File: src/rtl/pc_gen_if.sv
// Fetch request channel between the PC generator and instruction memory.
// The master presents an aligned fetch address qualified by req_valid; the slave answers with req_ready.
interface pc_gen_if #(
  parameter int unsigned ADDR_WIDTH = 32
);
  logic [ADDR_WIDTH-1:0] pc;
  logic                  req_valid;
  logic                  req_ready;

  modport master (
    output pc,
    output req_valid,
    input  req_ready
  );

  modport slave (
    input  pc,
    input  req_valid,
    output req_ready
  );
endinterface

File: src/rtl/pc_gen.sv
// IF-stage program-counter generator: fetch handshake, prioritised interrupt/jump redirects,
// and a one-entry buffer that holds a redirect arriving while the PC stage is stalled.
module pc_gen #(
  parameter int unsigned           ADDR_WIDTH  = 32,
  parameter logic [ADDR_WIDTH-1:0] RESET_PC    = '0,
  parameter int unsigned           FETCH_BYTES = 4,
  parameter int unsigned           STALL_WIDTH = 6
) (
  input  logic                   clk_i,
  input  logic                   rst_n_i,
  input  logic [STALL_WIDTH-1:0] stall_i,
  input  logic                   flush_jump_i,
  input  logic [ADDR_WIDTH-1:0]  jump_pc_i,
  input  logic                   flush_int_i,
  input  logic [ADDR_WIDTH-1:0]  int_pc_i,
  pc_gen_if.master               bus,
  output logic                   ce_o,
  output logic                   redirect_pending_o,
  output logic                   misalign_o
);

  localparam logic [ADDR_WIDTH-1:0] OfsMask  = ADDR_WIDTH'(FETCH_BYTES - 1);
  localparam logic [ADDR_WIDTH-1:0] Step     = ADDR_WIDTH'(FETCH_BYTES);
  localparam logic [ADDR_WIDTH-1:0] ResetPcA = RESET_PC & ~OfsMask;

  typedef enum logic {StIdle, StRun} state_e;

  state_e                state_q, state_d;
  logic [ADDR_WIDTH-1:0] pc_q, pc_d;
  logic                  misalign_q, misalign_d;
  logic                  pend_vld_q, pend_vld_d;
  logic                  pend_int_q, pend_int_d;
  logic [ADDR_WIDTH-1:0] pend_tgt_q, pend_tgt_d;

  logic                  live_vld;
  logic [ADDR_WIDTH-1:0] live_tgt;
  logic                  eff_vld;
  logic [ADDR_WIDTH-1:0] eff_tgt;
  logic                  unused_stall;

  // Only bit 0 (PC-stage hold) matters here; the rest belongs to later stages.
  assign unused_stall = ^stall_i;

  assign live_vld = flush_int_i | flush_jump_i;
  assign live_tgt = flush_int_i ? int_pc_i : jump_pc_i;

  always_comb begin
    eff_vld = 1'b0;
    eff_tgt = pend_tgt_q;
    // A pending entry wins unless a live interrupt competes with a pending jump.
    if (pend_vld_q && !(flush_int_i && !pend_int_q)) begin
      eff_vld = 1'b1;
      eff_tgt = pend_tgt_q;
    end else if (live_vld) begin
      eff_vld = 1'b1;
      eff_tgt = live_tgt;
    end
  end

  always_comb begin
    state_d    = state_q;
    pc_d       = pc_q;
    misalign_d = 1'b0;
    pend_vld_d = pend_vld_q;
    pend_int_d = pend_int_q;
    pend_tgt_d = pend_tgt_q;
    unique case (state_q)
      StIdle: begin
        state_d = StRun;
      end
      StRun: begin
        if (stall_i[0]) begin
          if (flush_int_i) begin
            pend_vld_d = 1'b1;
            pend_int_d = 1'b1;
            pend_tgt_d = int_pc_i;
          end else if (flush_jump_i && !(pend_vld_q && pend_int_q)) begin
            pend_vld_d = 1'b1;
            pend_int_d = 1'b0;
            pend_tgt_d = jump_pc_i;
          end
        end else if (eff_vld) begin
          pc_d       = eff_tgt & ~OfsMask;
          misalign_d = |(eff_tgt & OfsMask);
          pend_vld_d = 1'b0;
          pend_int_d = 1'b0;
        end else if (bus.req_ready) begin
          pc_d = pc_q + Step;
        end
      end
      default: state_d = StIdle;
    endcase
  end

  always_ff @(posedge clk_i) begin
    if (!rst_n_i) begin
      state_q    <= StIdle;
      pc_q       <= ResetPcA;
      misalign_q <= 1'b0;
      pend_vld_q <= 1'b0;
      pend_int_q <= 1'b0;
      pend_tgt_q <= '0;
    end else begin
      state_q    <= state_d;
      pc_q       <= pc_d;
      misalign_q <= misalign_d;
      pend_vld_q <= pend_vld_d;
      pend_int_q <= pend_int_d;
      pend_tgt_q <= pend_tgt_d;
    end
  end

  assign ce_o               = (state_q == StRun);
  assign bus.req_valid      = ce_o;
  assign bus.pc             = pc_q;
  assign redirect_pending_o = pend_vld_q;
  assign misalign_o         = misalign_q;

endmodule
File: src/flat_wrapper.sv
// flat-port wrapper written by rule: the top's interface ports become plain ports
module pc_gen_flat 
#(
  parameter int unsigned           ADDR_WIDTH  = 32,
  parameter logic [ADDR_WIDTH-1:0] RESET_PC    = '0,
  parameter int unsigned           FETCH_BYTES = 4,
  parameter int unsigned           STALL_WIDTH = 6
)
  (clk_i, rst_n_i, stall_i, flush_jump_i, jump_pc_i, flush_int_i, int_pc_i, ce_o, redirect_pending_o, misalign_o, bus_pc, bus_req_valid, bus_req_ready);
  pc_gen_if #(.ADDR_WIDTH(ADDR_WIDTH)) bus_i ();
  input  logic clk_i;
  input  logic rst_n_i;
  input  logic [STALL_WIDTH-1:0] stall_i;
  input  logic flush_jump_i;
  input  logic [ADDR_WIDTH-1:0] jump_pc_i;
  input  logic flush_int_i;
  input  logic [ADDR_WIDTH-1:0] int_pc_i;
  output logic ce_o;
  output logic redirect_pending_o;
  output logic misalign_o;
  output wire logic [$bits(bus_i.pc)-1:0] bus_pc;
  output wire logic [$bits(bus_i.req_valid)-1:0] bus_req_valid;
  input wire logic [$bits(bus_i.req_ready)-1:0] bus_req_ready;
  assign bus_pc = bus_i.pc;
  assign bus_req_valid = bus_i.req_valid;
  assign bus_i.req_ready = bus_req_ready;
  pc_gen #(.ADDR_WIDTH(ADDR_WIDTH), .RESET_PC(RESET_PC), .FETCH_BYTES(FETCH_BYTES), .STALL_WIDTH(STALL_WIDTH)) u_core (.clk_i(clk_i), .rst_n_i(rst_n_i), .stall_i(stall_i), .flush_jump_i(flush_jump_i), .jump_pc_i(jump_pc_i), .flush_int_i(flush_int_i), .int_pc_i(int_pc_i), .bus(bus_i), .ce_o(ce_o), .redirect_pending_o(redirect_pending_o), .misalign_o(misalign_o));
endmodule
File: config.mk
export PLATFORM = sky130hd
export DESIGN_NAME = pc_gen_flat
export DESIGN_NICKNAME = d
export VERILOG_FILES = /design/src/rtl/pc_gen_if.sv /design/src/rtl/pc_gen.sv /design/src/flat_wrapper.sv
export SDC_FILE = /design/constraint.sdc
export NUM_CORES = 1
export LEC_CHECK = 0
export ABC_AREA = 1
export CORE_ASPECT_RATIO = 0.75
export CORE_MARGIN = 5
export CORE_UTILIZATION = 42
export DETAILED_ROUTE_END_ITERATION = 7
export GPL_ROUTABILITY_DRIVEN = 0
export PLACE_DENSITY_LB_ADDON = 0.15
export SKIP_CTS_REPAIR_TIMING = 1
export SLEW_MARGIN = 20
export SYNTH_ARGS = -nofsm -noshare
export SYNTH_HDL_FRONTEND = slang
export SYNTH_SLANG_ARGS = --single-unit
export TNS_END_PERCENT = 100
File: constraint.sdc
create_clock -name clk_i -period 1.9 [get_ports clk_i]
set_clock_uncertainty 0.05 [all_clocks]
set_input_delay 0.285 -clock clk_i [delete_from_list [all_inputs] [get_ports clk_i]]
set_output_delay 0.285 -clock clk_i [all_outputs]
set_load 0.02 [all_outputs]
# == After elaboration in Yosys (flattened, before gate mapping) ==
# Index checks and enable logic that the tools add are counted.
# op_classes
reduce_logical,15
n_bitwise,5
add_sub_neg,1
n_eq_ne,1
muxes,17
# ops
cell,n
$mux W32,7
$add A32 B3 Y32 const B,1
$mux W1,10
$reduce_and A3 Y1,3
$reduce_bool A2 Y1,3
$logic_and A1 B1 Y1,4
$not A1 Y1,4
$reduce_or A4 Y1,1
$logic_not A1 Y1,3
$ne A3 B1 Y1 const B,1
$reduce_or A2 Y1,1
$or A1 B1 Y1,1
# totals
input_bits,75
elab_cells,45
ff_bits,68
out_inout_bits,36

# == Logic depth before layout (Yosys ltp) ==
# depth
depth_word,7
ltp_mapped,11
ltp_nobuf,10

# == Least setup slack after synthesis ==
# Ideal clock, no wire load.
# synth_path
kind,register -> register
start,"register u_core.pc_q[2], in the netlist u_core.bus.pc[2]"
end,"register u_core.pc_q[20], in the netlist u_core.bus.pc[20]"
path_stages_with_launch,11
required_ps,1731
arrival_ps,1457
setup_slack_ps,273
period_less_slack_ps,1627
setup_ps,119
n_path_buf,0
path_cell_list,dfxtp_1 > ha_1 > nand2_1 > nor2_4 > nand2_2 > nor2_2 > nand2_1 > nand2_1 > nand2_1 > nand2_1 > a21oi_1
# synth_via
elab_chain_cells,3
# synth_rtl
element,line,text
"start, declared",pc_gen.sv:29,"logic [ADDR_WIDTH-1:0] pc_q, pc_d;"
"start signal, assigned",pc_gen.sv:98,pc_q <= ResetPcA;
"start signal, assigned",pc_gen.sv:105,pc_q <= pc_d;
$add A32 B3 Y32,pc_gen.sv:88,pc_d = pc_q + Step;
$mux W32,pc_gen.sv:87,end else if (bus.req_ready) begin
$mux W32,pc_gen.sv:82,end else if (eff_vld) begin
# No other way between the ends. The select of a mux whose other input is x is not followed.
# A chain may end at the register's enable or synchronous reset.

# == Final worst setup path ==
# layout_path
start,"register u_core.pend_vld_q, in the netlist u_core.redirect_pending_o"
end,output redirect_pending_o
# layout_lines
element,line,text
"start, declared",pc_gen.sv:31,"logic pend_vld_q, pend_vld_d;"
"start signal, assigned",pc_gen.sv:107,pend_vld_q <= pend_vld_d;
"end, declared",flat_wrapper.sv:19,output logic redirect_pending_o;
# No word-level cell between the ends.

==> flow_summary.yaml <==
status:
  status: "complete, no violations"
cells_and_area:
  regArea_mm2: 0.00132
  multi_input_area_mm2: 0.00236
  final_cell_count_no_fill: 882
  fin_nets: 821
  postLayoutCellArea_mm2: 0.00567
  syn_to_final_growth_pct: 39.9
  drive_above_1_share_pct: 11.7
  fill_cells: 868
  antenna_cells: 0
placement:
  io_buffers: 103
  dp.cells: 866
  placed_area_mm2: 0.00535
  hpwl_mm: 9.59
detailed_routing:
  wl_per_cell_um: 14.9
  drtIter0Drc: 455
  drt-total-wl_mm: 13.1
  drt-vias-per-instance: 5.28
  vias: 4661
  drtPass1Iterations: 6
  antenna_left: 0
  drc: 0
floorplanning:
  start_util_pct: 42.5
  dieArea_mm2: 0.0117
  die_h_um: 95.1
  core_mm2: 0.00954
  die_w_um: 123
  fp-row-count: 31
  io_pins: 111
worst_setup_path:
  path_buf_inv: 1
  slowest_stage: "clkdlybuf4s50_1"
  endpoint_kind: "output pin"
  arrival_ps: 1510
  cp_max_fo: 8
  crit_path_start_kind: "register"
  crit_family: "buffers and inverters"
  cp_cell_sequence: "clkdlybuf4s50_1"
  cpPeakStageDelay_ps: 670
  critPathRequiredTime_ps: 1560
  path_class: "register to output pin"
clock_network:
  cts_sinks: 66
  root_buffer: "clkbuf_16"
  clk_pin_slew_worst_paths_ps: 60
  htreeDepth: 3
  cts_buffers: 9
  cts.path.max_buffers: 2
  cts_tree: "yes"
  worstSkewPairLatency_ps: 340
sta:
  drv_slew: 0
  whs_ps: 402
  setup_tns_ps: 0
  period_share_pct: 97.2
  max_freq_mhz: 542
  setup_viol: 0
  rsz0062_at_grt: "no"
  hold_violations: 0
  min_period_ps: 1850
grt:
  grt_max_degree: 49
  grt_pass1_vias: 4388
  grt.total_usage_pct: 22.6
  overflow: 0
  antenna_found_initial: 0
  grt_pass1_wl_mm: 21.2
pwr:
  ir_drop_mv: 0.352
  p_leak_nw: 2.17
  power.total_w: 0.00424
  power.density_mw_per_mm2: 748
synthesis:
  synth_cells: 635
  ys_seq_area_share_pct: 32.6
  ys_seq_elements: 66
  synth_common_cells: "nand2_1 (135), o21ai_0 (88), nor2_1 (82)"
  synth_top_area_share_pct: 32.6
  synth_warnings: 0
  synth_top_flop_cell: "dfxtp_1"
  yosys.area.top_type: "dfxtp_1"
  synth_area_mm2: 0.00406
  asyncSetResetFlopFracSynth_pct: 0
  netlist-cell-type-count: 35
  synth_edf_count: 0
  synth_area_leaders: "dfxtp_1 (33%), nand2_1 (12%), o21ai_0 (11%)"
  syn_area_per_cell_um2: 6.39
  synth_most_common_cell: "nand2_1"
hold_path:
  hp-class: "register to register"
job:
  cap_violations: 0
-- sequential cells by signal, summed over array words and instances, names as in the netlist --
name	flops
u_core.redirect_pending_o	1
u_core.pend_int_q	1
u_core.bus.req_valid	1
u_core.misalign_o	1
u_core.pend_tgt_q	32
u_core.bus.pc	30
-- cell families (layout without fill, tap and decap cells) --
| group | count (synthesis) | count (layout) | share of synthesized area (%) |
|---|---|---|---|
| and+or+nand+nor | 302 | 302 | 32.8 |
| buffers and inverters | 83 | 197 | 9.31 |
| AOI/OAI and AO/OA | 173 | 173 | 22.9 |
| xor gates and xnor gates | 5 | 5 | 1.08 |
| adders and majority gates | 1 | 1 | 0.308 |
| muxes | 4 | 4 | 0.987 |
| DFF | 66 | 66 | 32.6 |
| other | 1 | 2 | 0.0924 |
-- placed cells by master, fill, tap and decap left out, types with 6 or more instances in the layout --
master           synthesis  layout
dfxtp_1                 66      66
a211oi_1                14      14
a21oi_1                 55      55
buf_4                    7      29
o21ai_0                 88      88
nand2_1                135     135
nand3_1                 43      43
inv_1                   39      39
or2_2                   19      19
o21ai_1                  6       6
clkbuf_16                0       9
nor2_1                  82      82
clkdlybuf4s50_1          0     103
-- metrics by stage --
stage	util, %	worst slack, ps
CTS	59.5	58.0
detailed placement	56.0	-183
global route	59.5	1.95
global placement	56.0	-236
finish	59.5	54.0
floorplan	-	273
-- final timing paths --
check                                               start                   end  slack [ps]  cells past startpoint
worst max-delay path            u_core.redirect_pending_o    redirect_pending_o          50                      1
worst min-delay path                 u_core.pend_tgt_q[7]  u_core.pend_tgt_q[7]         400                      2
worst max register to register           u_core.bus.pc[3]     u_core.bus.pc[20]         230                      9
worst min register to register       u_core.pend_tgt_q[7]  u_core.pend_tgt_q[7]         400                      2
-- metal layers --
metal	vias up	global-route usage, %	routed length (um)
met5	-	0	0
met4	0	6.36	200
met3	24	4.69	1220
met2	206	35.2	5600
met1	2113	31.8	6080
li1	2318	-	-
-- layout make-up --
cell class                 instances  share of cell area (%)
tap                              132                    2.91
timing repair buffer             136                    23.4
clock inverter                     6                    1.54
multi-input combinational        487                    41.6
inverter                          45                    3.02
sequential                        66                    23.3
clock buffer                      10                    4.21
-- power breakdown --
part / internal, W / switching (W)
clock network: 0.00119 / 0.000670
registers: 0.00148 / 0.0000909
logic: 0.000398 / 0.000418
total: 0.00306 / 0.00118
No activity file was read; power rests on OpenSTA's default activity.
